## config.mk

```make
export PLATFORM = sky130hd
export DESIGN_NAME = io_responder
export DESIGN_NICKNAME = d
export VERILOG_FILES = /design/src/rtl/io_responder.sv
export SDC_FILE = /design/constraint.sdc
export NUM_CORES = 1
export LEC_CHECK = 0
export ABC_AREA = 1
export CAP_MARGIN = 20
export CORE_UTILIZATION = 30
export DETAILED_ROUTE_END_ITERATION = 10
export GPL_ROUTABILITY_DRIVEN = 1
export SYNTH_ARGS = -nofsm -noshare
export SYNTH_HDL_FRONTEND = slang
export SYNTH_SLANG_ARGS = --single-unit
```

## constraint.sdc

```tcl
create_clock -name clk -period 2.47 [get_ports clk]
set_clock_uncertainty 0.15 [all_clocks]
set_input_delay 0.247 -clock clk [delete_from_list [all_inputs] [get_ports clk]]
set_output_delay 0.247 -clock clk [all_outputs]
set_load 0.05 [all_outputs]
```

## src/rtl/io_responder.sv

```systemverilog
// -----------------------------------------------------------------------------
// io_responder
//   Memory-mapped I/O slave on the CPU memory port. Decodes a 32-byte window at
//   BASE_ADDR, answers reads one cycle after the address is presented (same
//   latency as main memory), pushes bytes into a transmit FIFO and runs an
//   optional compare timer that raises irq.
//
//   Build option: define IO_TIMER_EN to implement COUNT/CMP/tmr_flag/irq.
//   Without it the timer registers read 0, ignore writes and irq is tied low.
//
// Ports
//   clk       single clock, all state updates on the rising edge
//   reset     asynchronous, active-high; clears all state
//   address   byte address from the IorD mux
//   wr        write strobe
//   data_in   write data
//   data_out  registered read data, 0 when sel is low or on writes
//   sel       registered hit flag for the access presented last cycle
//   irq       timer interrupt request (CTRL[1] & tmr_flag)
//   tx_data   FIFO head byte
//   tx_valid  FIFO non-empty
//   tx_ready  consumer takes the head when high together with tx_valid
// -----------------------------------------------------------------------------
module io_responder #(
    parameter logic [31:0] BASE_ADDR  = 32'h0000_FF00,
    parameter int unsigned FIFO_DEPTH = 4
) (
    input  logic        clk,
    input  logic        reset,
    input  logic [31:0] address,
    input  logic        wr,
    input  logic [31:0] data_in,
    output logic [31:0] data_out,
    output logic        sel,
    output logic        irq,
    output logic [7:0]  tx_data,
    output logic        tx_valid,
    input  logic        tx_ready
);

    localparam int unsigned PTR_W = $clog2(FIFO_DEPTH);
    localparam int unsigned LVL_W = PTR_W + 1;
    localparam logic [LVL_W-1:0] LVL_FULL = LVL_W'(FIFO_DEPTH);

    localparam logic [2:0] REG_STATUS = 3'd0;
    localparam logic [2:0] REG_TXDATA = 3'd1;
    localparam logic [2:0] REG_COUNT  = 3'd2;
    localparam logic [2:0] REG_CMP    = 3'd3;
    localparam logic [2:0] REG_CTRL   = 3'd4;

    logic             hit_s;
    logic [2:0]       idx_s;
    logic             wr_hit_s;
    logic             push_s;
    logic             pop_s;
    logic             full_s;
    logic             empty_s;
    logic             push_ok_s;
    logic             ovf_set_s;
    logic             status_wr_s;
    logic [31:0]      status_s;
    logic [31:0]      rdata_s;
    logic [31:0]      rd_next_s;
    logic             unused_s;

    logic [7:0]       fifo_mem_r [FIFO_DEPTH];
    logic [PTR_W-1:0] wr_ptr_r;
    logic [PTR_W-1:0] rd_ptr_r;
    logic [LVL_W-1:0] level_r;
    logic             ovf_r;
    logic [31:0]      data_out_r;
    logic             sel_r;

    // Byte-lane bits and upper data bits are not decoded everywhere.
    assign unused_s = ^{address[1:0], data_in[31:8]};

    assign hit_s       = (address[31:5] == BASE_ADDR[31:5]);
    assign idx_s       = address[4:2];
    assign wr_hit_s    = wr & hit_s;
    assign status_wr_s = wr_hit_s & (idx_s == REG_STATUS);
    assign push_s      = wr_hit_s & (idx_s == REG_TXDATA);
    assign empty_s     = (level_r == '0);
    assign full_s      = (level_r == LVL_FULL);
    assign pop_s       = ~empty_s & tx_ready;
    // A full FIFO still takes a push when the head leaves in the same cycle.
    assign push_ok_s   = push_s & (~full_s | pop_s);
    assign ovf_set_s   = push_s & full_s & ~pop_s;

    assign tx_valid = ~empty_s;
    assign tx_data  = fifo_mem_r[rd_ptr_r];
    assign data_out = data_out_r;
    assign sel      = sel_r;

`ifdef IO_TIMER_EN
    logic [31:0] count_r;
    logic [31:0] cmp_r;
    logic [1:0]  ctrl_r;
    logic        tmr_flag_r;
    logic        count_wr_s;
    logic        tmr_hit_s;
    logic [31:0] count_next_s;

    assign count_wr_s = wr_hit_s & (idx_s == REG_COUNT);
    // A CPU write to COUNT replaces the compare/increment for that cycle.
    assign tmr_hit_s  = ctrl_r[0] & ~count_wr_s & (count_r == cmp_r);
    assign irq        = ctrl_r[1] & tmr_flag_r;

    // Next COUNT value: CPU write, compare restart, free increment or hold.
    always_comb begin
        count_next_s = count_r;
        if (count_wr_s) begin
            count_next_s = data_in;
        end else if (tmr_hit_s) begin
            count_next_s = 32'h0000_0000;
        end else if (ctrl_r[0]) begin
            count_next_s = count_r + 32'd1;
        end else begin
            count_next_s = count_r;
        end
    end

    // Timer registers; a compare hit beats a same-cycle W1C of the flag.
    always_ff @(posedge clk or posedge reset) begin
        if (reset) begin
            count_r    <= 32'h0000_0000;
            cmp_r      <= 32'hFFFF_FFFF;
            ctrl_r     <= 2'b00;
            tmr_flag_r <= 1'b0;
        end else begin
            count_r <= count_next_s;
            if (wr_hit_s && (idx_s == REG_CMP)) begin
                cmp_r <= data_in;
            end else begin
                cmp_r <= cmp_r;
            end
            if (wr_hit_s && (idx_s == REG_CTRL)) begin
                ctrl_r <= data_in[1:0];
            end else begin
                ctrl_r <= ctrl_r;
            end
            if (tmr_hit_s) begin
                tmr_flag_r <= 1'b1;
            end else if (status_wr_s && data_in[3]) begin
                tmr_flag_r <= 1'b0;
            end else begin
                tmr_flag_r <= tmr_flag_r;
            end
        end
    end
`else
    assign irq = 1'b0;
`endif

    // STATUS word assembled from live FIFO and flag state.
    always_comb begin
        status_s               = 32'h0000_0000;
        status_s[0]            = empty_s;
        status_s[1]            = full_s;
        status_s[2]            = ovf_r;
`ifdef IO_TIMER_EN
        status_s[3]            = tmr_flag_r;
`endif
        status_s[8 +: LVL_W]   = level_r;
    end

    // Read mux over the register map; unmapped offsets read zero.
    always_comb begin
        rdata_s = 32'h0000_0000;
        case (idx_s)
            REG_STATUS: rdata_s = status_s;
`ifdef IO_TIMER_EN
            REG_COUNT:  rdata_s = count_r;
            REG_CMP:    rdata_s = cmp_r;
            REG_CTRL:   rdata_s = {30'h0000_0000, ctrl_r};
`endif
            default:    rdata_s = 32'h0000_0000;
        endcase
    end

    // Writes return zero data; only hitting reads carry register content.
    always_comb begin
        rd_next_s = 32'h0000_0000;
        if (hit_s && !wr) begin
            rd_next_s = rdata_s;
        end else begin
            rd_next_s = 32'h0000_0000;
        end
    end

    // Registered read port, one cycle behind the address.
    always_ff @(posedge clk or posedge reset) begin
        if (reset) begin
            data_out_r <= 32'h0000_0000;
            sel_r      <= 1'b0;
        end else begin
            data_out_r <= rd_next_s;
            sel_r      <= hit_s;
        end
    end

    // TX FIFO storage, pointers, level and sticky overflow flag.
    always_ff @(posedge clk or posedge reset) begin
        if (reset) begin
            for (int i = 0; i < int'(FIFO_DEPTH); i++) begin
                fifo_mem_r[i] <= 8'h00;
            end
            wr_ptr_r <= '0;
            rd_ptr_r <= '0;
            level_r  <= '0;
            ovf_r    <= 1'b0;
        end else begin
            if (push_ok_s) begin
                fifo_mem_r[wr_ptr_r] <= data_in[7:0];
                wr_ptr_r             <= wr_ptr_r + PTR_W'(1);
            end else begin
                wr_ptr_r <= wr_ptr_r;
            end
            if (pop_s) begin
                rd_ptr_r <= rd_ptr_r + PTR_W'(1);
            end else begin
                rd_ptr_r <= rd_ptr_r;
            end
            case ({push_ok_s, pop_s})
                2'b10:   level_r <= level_r + LVL_W'(1);
                2'b01:   level_r <= level_r - LVL_W'(1);
                default: level_r <= level_r;
            endcase
            if (ovf_set_s) begin
                ovf_r <= 1'b1;
            end else if (status_wr_s && data_in[2]) begin
                ovf_r <= 1'b0;
            end else begin
                ovf_r <= ovf_r;
            end
        end
    end

endmodule

```

# --- After elaboration in Yosys (flattened, before gate mapping) ---
# Index checks and enable logic that the tools add are counted.
totals:
  output_inout_bits: 43
  register_bits: 73
classes:
  n_reduce_logical: 8
  n_addsub: 4
  eq_ne: 5
  magnitude_cmp: 3
  muxes: 11
  bitwise: 13
op_table:
  columns: ["cell", "count"]
  rows:
  - ["32-bit bitwise mux", 1]
  - ["32-bit two-way mux", 1]
  - ["27-bit by 11-bit equality test with 1-bit output (second input constant)", 1]
  - ["8-bit two-way mux", 3]
  - ["8-bit binary-select mux with 2-bit select", 1]
  - ["8-bit demux with 2-bit select", 1]
  - ["11-bit two-way mux", 1]
  - ["1-bit bitwise AND", 7]
  - ["3-bit greater-or-equal comparator (second input constant)", 2]
  - ["3-bit zero test", 2]
  - ["2-bit NOT with 3-bit output", 2]
  - ["3-bit one-hot mux with 2 select lines", 1]
  - ["2-bit by 1-bit adder with 2-bit output (second input constant)", 2]
  - ["2-bit nonzero test", 2]
  - ["3-bit by 1-bit adder with 3-bit output (second input constant)", 1]
  - ["3-bit by 1-bit equality test with 1-bit output (second input constant)", 1]
  - ["3-bit equality test (second input constant)", 1]
  - ["1-bit logical AND", 3]
  - ["3-bit by 1-bit < comparator with 1-bit output (second input constant)", 1]
  - ["1-bit NOT", 3]
  - ["3-bit by 1-bit subtractor with 3-bit output (second input constant)", 1]
  - ["2-bit by 1-bit equality test with 1-bit output (second input constant)", 1]
  - ["2-bit equality test (second input constant)", 1]
  - ["1-bit two-way mux", 2]
  - ["2 further kinds", 2]

# --- Logic depth before layout (Yosys ltp) ---
# Gate-level depths: netlist (run 1).
logic_depth:
  depth_word: 7
  mapped_depth: 15

# --- Least setup slack after synthesis (run 1) ---
# No wires, ideal clock.
synth_timing:
  path_kind: "register -> register"
  startpoint: "register level_r[0]"
  endpoint: "register level_r[2]"
  arrival_ns: 1.923
  setup_time_ns: 0.131
  setup_slack_ns: 0.266
  stages_incl_launch_ff: 11
  cell_sequence: "dfrtp_1 nor2_1 nand2_1 nand2_1 inv_1 ha_1 inv_1 fa_1 a21oi_1 o21ai_0 xor2_1"
synth_via:
  elab_chain_cells: 7
synth_lines:
  columns: ["item", "line_no", "text"]
  rows:
  - ["start, declared", "69", "logic [LVL_W-1:0] level_r;"]
  - ["start signal, assigned", "224", "2'b10: level_r <= level_r + LVL_W'(1);"]
  - ["start signal, assigned", "225", "2'b01: level_r <= level_r - LVL_W'(1);"]
  - ["start signal, assigned", "226", "default: level_r <= level_r;"]
  - ["3-bit zero test (*)", "82", "assign empty_s = (level_r == '0);"]
  - ["1-bit NOT (*)", null, null]
  - ["net tx_valid", "37", "output logic tx_valid,"]
  - ["1-bit bitwise AND (*)", "84", "assign pop_s = ~empty_s & tx_ready;"]
  - ["net pop_s", "55", "logic pop_s;"]
  - ["1-bit bitwise OR", "86", "assign push_ok_s = push_s & (~full_s | pop_s);"]
  - ["1-bit bitwise AND", "86", null]
  - ["2-bit by 1-bit equality test with 1-bit output or 2-bit equality test (tied branches)", "223", "case ({push_ok_s, pop_s})"]
  - ["3-bit one-hot mux with 2 select lines or 2-bit nonzero test (tied branches)", null, null]
# Mark *: on every way through the listed nets, which the timed path passes. The rest lies on a longest branch.
# A chain may end at the register's enable or synchronous reset.

# --- Final worst setup path (run 1) ---
layout_timing:
  startpoint: "register level_r[0]"
  endpoint: "register level_r[2]"
layout_via:
  elab_chain_cells: 7
layout_lines:
  columns: ["item", "line_no"]
  rows:
  - ["3-bit zero test", "82"]
  - ["1-bit NOT", "84"]
  - ["1-bit bitwise AND", "84"]
  - ["1-bit bitwise OR", "86"]
  - ["1-bit bitwise AND", "86"]
  - ["2-bit by 1-bit equality test with 1-bit output or 2-bit equality test (tied branches)", "223"]
  - ["3-bit one-hot mux with 2 select lines or 2-bit nonzero test (tied branches)", null]
# Several ways; a longest one is shown, not always the timed one.

==> results of run 1 <==
## critical path, cell delays in order, from the launching register on
cell and delay, ns:
sky130_fd_sc_hd__dfrtp_1 0.41, sky130_fd_sc_hd__nor2_1 0.18, sky130_fd_sc_hd__inv_1 0.08, sky130_fd_sc_hd__nor3_2 0.21, sky130_fd_sc_hd__nor2_4 0.07, sky130_fd_sc_hd__inv_1 0.07, sky130_fd_sc_hd__ha_1 0.14, sky130_fd_sc_hd__inv_1 0.06
sky130_fd_sc_hd__fa_1 0.37, sky130_fd_sc_hd__a21oi_1 0.14, sky130_fd_sc_hd__o21ai_0 0.11, sky130_fd_sc_hd__xor2_1 0.15
## stage by stage
| stage | hold WS (ns) | setup TNS (ns) | instances |
|---|---|---|---|
| floorplan | 0.2415 | 0 | 365 |
| CTS | 0.2670 | 0 | 514 |
| detailed placement | 0.3032 | -0.05334 | 506 |
| global route | 0.3335 | 0 | 514 |
| finish | 0.2428 | 0 | 514 |
| global placement | 0.2991 | -0.03608 | 506 |
## path summary, 6_finish.rpt
path,startpoint,to,slack [ns],cells after the start
min in group clk,fifo_mem_r[13],fifo_mem_r[13],0.32,2
worst max-delay path,level_r[0],level_r[2],0.22,11
worst min register to register,fifo_mem_r[13],fifo_mem_r[13],0.32,2
max in group asynchronous,reset,fifo_mem_r[1],1.51,3
worst min-delay path,reset,data_out[10],0.24,3
worst max register to register,level_r[0],level_r[2],0.22,11
## routing by layer
metal	track usage	vias to the layer above
li1	-	1148
met2	0.2506	73
met5	0	-
met3	0.03002	7
met4	0.05473	0
met1	0.1819	1035
## state kept, by name, indices dropped and copies added (netlist names)
name / flops
data_out: 6
fifo_mem_r: 32
level_r: 3
ovf_r: 1
rd_ptr_r: 2
sel: 1
wr_ptr_r: 2
## layout make-up
cell class	count	area (um2)
fillers	842	4876
flip-flops and latches	47	1176
multi-input cells	245	1174
repair buffers	74	778.2
inverters	35	131.4
well taps	105	131.4
clock buffers	5	68.82
clock inverters	3	46.29
## logic make-up (layout without fill, tap and decap cells)
logic type      after synthesis  after routing  share of synthesized area
buf+inv                      73            117                     0.1517
simple gates                180            180                     0.3044
other cells                   1             27                   0.001412
compound gates               29             29                    0.05844
fa+ha+maj                     6              6                    0.03110
flops                        47             47                     0.4430
xor+xnor                      3              3                   0.009898
## cells in the mapped netlist
cell	number
sky130_fd_sc_hd__a21oi_1	1
sky130_fd_sc_hd__buf_2	4
sky130_fd_sc_hd__buf_4	27
sky130_fd_sc_hd__buf_6	3
sky130_fd_sc_hd__clkbuf_1	4
sky130_fd_sc_hd__conb_1	1
sky130_fd_sc_hd__dfrtp_1	47
sky130_fd_sc_hd__fa_1	1
sky130_fd_sc_hd__ha_1	5
sky130_fd_sc_hd__inv_1	35
sky130_fd_sc_hd__nand2_1	94
sky130_fd_sc_hd__nand3_1	32
sky130_fd_sc_hd__nand3_2	2
sky130_fd_sc_hd__nand4_1	4
sky130_fd_sc_hd__nor2_1	32
sky130_fd_sc_hd__nor2_2	5
sky130_fd_sc_hd__nor2_4	2
sky130_fd_sc_hd__nor3_1	4
sky130_fd_sc_hd__nor3_2	1
sky130_fd_sc_hd__nor3_4	2
sky130_fd_sc_hd__nor3b_1	1
sky130_fd_sc_hd__nor4_1	1
sky130_fd_sc_hd__o21ai_0	20
sky130_fd_sc_hd__o22ai_1	8
sky130_fd_sc_hd__xnor2_1	1
sky130_fd_sc_hd__xor2_1	2
## report_power, final
| group | internal (mW) | switching [mW] |
|---|---|---|
| sequential | 0.812 | 0.0680 |
| clock | 0.305 | 0.273 |
| combinational | 0.584 | 0.855 |
==> impl_metrics.toml, run 1 <==
[placed_design]
pre_cts_slack_ns = -0.05334
detailedPlacementHpwl_mm = 4.327
placed_cell_area_um2 = 3391
place_congestion = 0.7340
port_buffers = 57

[grt]
antenna_found_initial = 0
global_route.usage.total = 0.1468
first_global_vias = 2221
first_pass_grt_wire_length_mm = 10.25
grt_overflow = 0
grt_start_max_net_pins = 48

[cts]
post_cts_hold_buffer_count = 0
cts.root.buffer_cell = "sky130_fd_sc_hd__clkbuf_8"
clk_transition_reported_paths_ns = 0.09
cts.repair_timing.setup_buffer_count = 0
post_cts.resized_instances = 0
cts_num_sinks = 47
numCtsBuffers = 5
cts_buffer_depth = 2
htree_num_levels = 2
insertion_delay_ns = 0.30
cts_tree = "done"

[final_layout]
antenna-diode-count = 0
area_growth_syn_to_layout_pct = 32.05
final_cell_mix = "sky130_fd_sc_hd__nand2_1 (94), sky130_fd_sc_hd__clkdlybuf4s50_1 (49), sky130_fd_sc_hd__dfrtp_1 (47)"
final_core_util = 0.4183
final_cell_area_um2 = 3506
drive_above_1_share = 0.1100
num-nets-final = 482
layout.cells.most_common = "sky130_fd_sc_hd__nand2_1"

[sta]
clock.fmax_mhz = 443.5
final_min_period_ns = 2.255
timing.final.crit_share = 0.9129
finalHoldViolations = 0
timing_worst_slew_pin_value_ns = 0.6087
setup_viol_count_final = 0
setup_slack_ns = 0.2152
maxSlewViolCount = 0
grt_setup_unrepaired = "false"
timing.slew.headroom = 0.5942

[route]
met3_wl_um = 289
drtAntennaViolNets = 0
routed-via-count = 2263
drtPass1Iterations = 4
met2_length_mm = 2.893
detail_route.iter0.violations = 153
uppermost_metal_layer_occupied_by_signal_nets = "met4"
route.detailed.drc = 0
post_detailed_route_wirelength_per_cell_um = 11.80
wl_met1_mm = 2.778
wl_mm = 6.065
vias_per_cell = 4.403

[floorplanning]
start_util = 0.3168
die-width_um = 96.08
core_region_um2 = 8382
die_h_um = 96.08
core.rowCount = 33
ios = 111
dieArea_um2 = 9230

[critical_path]
cp.arrival_ns = 2.29
crit_path_max_fanout = 3
critical_path.endpoint_type = "flip-flop"
timing.setup.critical_path_class = "flip-flop to flip-flop"
cp.required_ns = 2.50
worstSetupStartpointType = "flip-flop"

[power]
total_power_after_layout_mw = 2.897
p_per_area_nw_per_um2 = 826.5
total_leakage_power_nw = 1.778
peakVddDrop_mv = 0.4246

[outcome]
run_status = "finished, final reports clean"

[min_path]
min_path_type = "input port to async pin"

[synthesis]
seq_area_frac_synth = 0.4430
synth_top_cells_by_area = "sky130_fd_sc_hd__dfrtp_1 (44%), sky130_fd_sc_hd__nand2_1 (13%), sky130_fd_sc_hd__buf_4 (7.6%), sky130_fd_sc_hd__nand3_1 (6.0%), sky130_fd_sc_hd__inv_1 (4.9%)"
synth.cell_area_um2 = 2655
post_synth_inst_count = 339
postSynthAreaPerCell_um2 = 7.832
yosysWarningCount = 0
netlist.area_leader.share = 0.4430
synth_area_leader_cell = "sky130_fd_sc_hd__dfrtp_1"
yosys_register_bits = 47
post_synth_num_cell_types = 26

[job]
maxCapViolCount = 0
Power figures use the tool's default switching activity.
==> run 2, diff against run 1 <==
- CORE_UTILIZATION: 30 -> 43
- PLACE_DENSITY: not set -> 0.81
==> impl_metrics.toml, run 2 (synthesized netlist as in run 1, its figures left out) <==
[outcome]
run_status = "finished, final reports clean"

[grt]
grt_start_max_net_pins = 36
first_pass_grt_wire_length_mm = 9.384
first_global_vias = 2120
antenna_found_initial = 0
global_route.usage.total = 0.1905
grt_overflow = 0

[cts]
post_cts_hold_buffer_count = 0
cts_tree = "done"
clk_transition_reported_paths_ns = 0.08
cts_num_sinks = 47
htree_num_levels = 2
post_cts.resized_instances = 0
cts.repair_timing.setup_buffer_count = 0
numCtsBuffers = 5
cts.root.buffer_cell = "sky130_fd_sc_hd__clkbuf_8"
insertion_delay_ns = 0.30
cts_buffer_depth = 2

[critical_path]
worstSetupStartpointType = "flip-flop"
cp.arrival_ns = 2.27
crit_path_max_fanout = 3
timing.setup.critical_path_class = "flip-flop to flip-flop"
critical_path.endpoint_type = "flip-flop"
cp.required_ns = 2.50

[floorplanning]
dieArea_um2 = 6493
start_util = 0.4458
core_region_um2 = 5956
core.rowCount = 28
die-width_um = 80.58
ios = 111
die_h_um = 80.58

[job]
maxCapViolCount = 0

[power]
peakVddDrop_mv = 0.5963
pwr-share-comb = 0.495
total_leakage_power_nw = 1.738
intPower_mw = 1.555
power.switching_fraction = 0.4257
p_per_area_nw_per_um2 = 800.5
power.net_switching_mw = 1.153
share_clk_of_total_power = 0.187
power.share.sequential = 0.318
total_power_after_layout_mw = 2.707

[final_layout]
largest_register_ff_count = 32
max_flop_register = "fifo_mem_r"
layout.cells.most_common = "sky130_fd_sc_hd__nand2_1"
area_growth_syn_to_layout_pct = 27.38
drive_above_1_share = 0.09204
antenna-diode-count = 0
fin_cells = 477
final_cell_mix = "sky130_fd_sc_hd__nand2_1 (94), sky130_fd_sc_hd__clkdlybuf4s50_1 (49), sky130_fd_sc_hd__dfrtp_1 (47)"
num-nets-final = 475

[placed_design]
place_congestion = 0.8254
dp_cells = 469
port_buffers = 57
detailedPlacementHpwl_mm = 4.023

[route]
route.detailed.drc = 0
post_detailed_route_wirelength_per_cell_um = 12.19
wl_mm = 5.813
drtPass1Iterations = 4
routed-via-count = 2318
vias_per_cell = 4.860
drtAntennaViolNets = 0
detail_route.iter0.violations = 192

[min_path]
min_path_type = "input port to async pin"

[sta]
grt_setup_unrepaired = "false"
timing.final.crit_share = 0.9082
final_min_period_ns = 2.243
timing_worst_slew_pin_value_ns = 0.7462
finalHoldViolations = 0
maxSlewViolCount = 0
clock.fmax_mhz = 445.8
timing.slew.headroom = 0.4994
setup_viol_count_final = 0
[run 2: through the flow]
| stage | utilization | setup WS, ns | instance area (um2) | hold WS, ns | setup TNS (ns) |
|---|---|---|---|---|---|
| floorplan | - | 0.2662 | 2753 | 0.2415 | 0 |
| global placement | 0.5500 | 0.01996 | 3276 | 0.2988 | 0 |
| detailed placement | 0.5500 | -0.04462 | 3276 | 0.3030 | -0.06270 |
| CTS | 0.5668 | 0.1806 | 3376 | 0.1624 | 0 |
| global route | 0.5679 | 0.04656 | 3382 | 0.2070 | 0 |
| finish | 0.5679 | 0.2268 | 3382 | 0.1441 | 0 |
[run 2: layer usage]
layer	up-vias	global-route usage	part of all wire
li1	1140	-	-
met2	98	0.3229	0.50
met5	-	0	0
met4	0	0.08393	0.020
met1	1070	0.2312	0.42
met3	10	0.03977	0.068
[run 2: power groups by stage]
stage / registers, mW / clock network (mW) / logic, mW
3_5_place_dp: 0.872 / 0 / 1.33
4_1_cts: 0.859 / 0.517 / 1.33
5_1_grt: 0.866 / 0.540 / 1.44
6_report: 0.861 / 0.508 / 1.34
2_1_floorplan: 0.843 / 0 / 0.880
3_3_place_gp: 0.873 / 0 / 1.31
[run 2: final timing paths]
path                            depth (start not counted)      startpoint        endpoint  slack, ns
worst max-delay path                                   11      level_r[0]      level_r[2]       0.23
worst min register to register                          2  fifo_mem_r[21]  fifo_mem_r[21]       0.32
max in group asynchronous                               3           reset      level_r[1]       1.49
min in group clk                                        2  fifo_mem_r[21]  fifo_mem_r[21]       0.32
worst max register to register                         11      level_r[0]      level_r[2]       0.23
worst min-delay path                                    2           reset  fifo_mem_r[29]       0.14
[run 2: layout make-up]
type,count,area [um2]
multi-input cells,245,1180
flip-flops and latches,47,1176
clock buffers,8,100.1
well taps,75,93.84
inverters,35,131.4
fillers,548,2574
repair buffers,67,700.7
[run 2: worst max-delay path, cell delays in order, from the launching register on]
cell and delay, ns:
sky130_fd_sc_hd__dfrtp_1 0.41, sky130_fd_sc_hd__nor2_1 0.16, sky130_fd_sc_hd__inv_1 0.11, sky130_fd_sc_hd__nor3_4 0.18, sky130_fd_sc_hd__nor2_4 0.06, sky130_fd_sc_hd__inv_1 0.08, sky130_fd_sc_hd__ha_1 0.14, sky130_fd_sc_hd__inv_1 0.06
sky130_fd_sc_hd__fa_1 0.37, sky130_fd_sc_hd__a21oi_1 0.14, sky130_fd_sc_hd__o21ai_0 0.11, sky130_fd_sc_hd__xor2_1 0.15
==> run 3, diff against run 2 <==
- HOLD_SLACK_MARGIN: not set -> 0.03
==> results of run 3 <==
The final DEF is identical to that of run 2; final timing and power are the same.
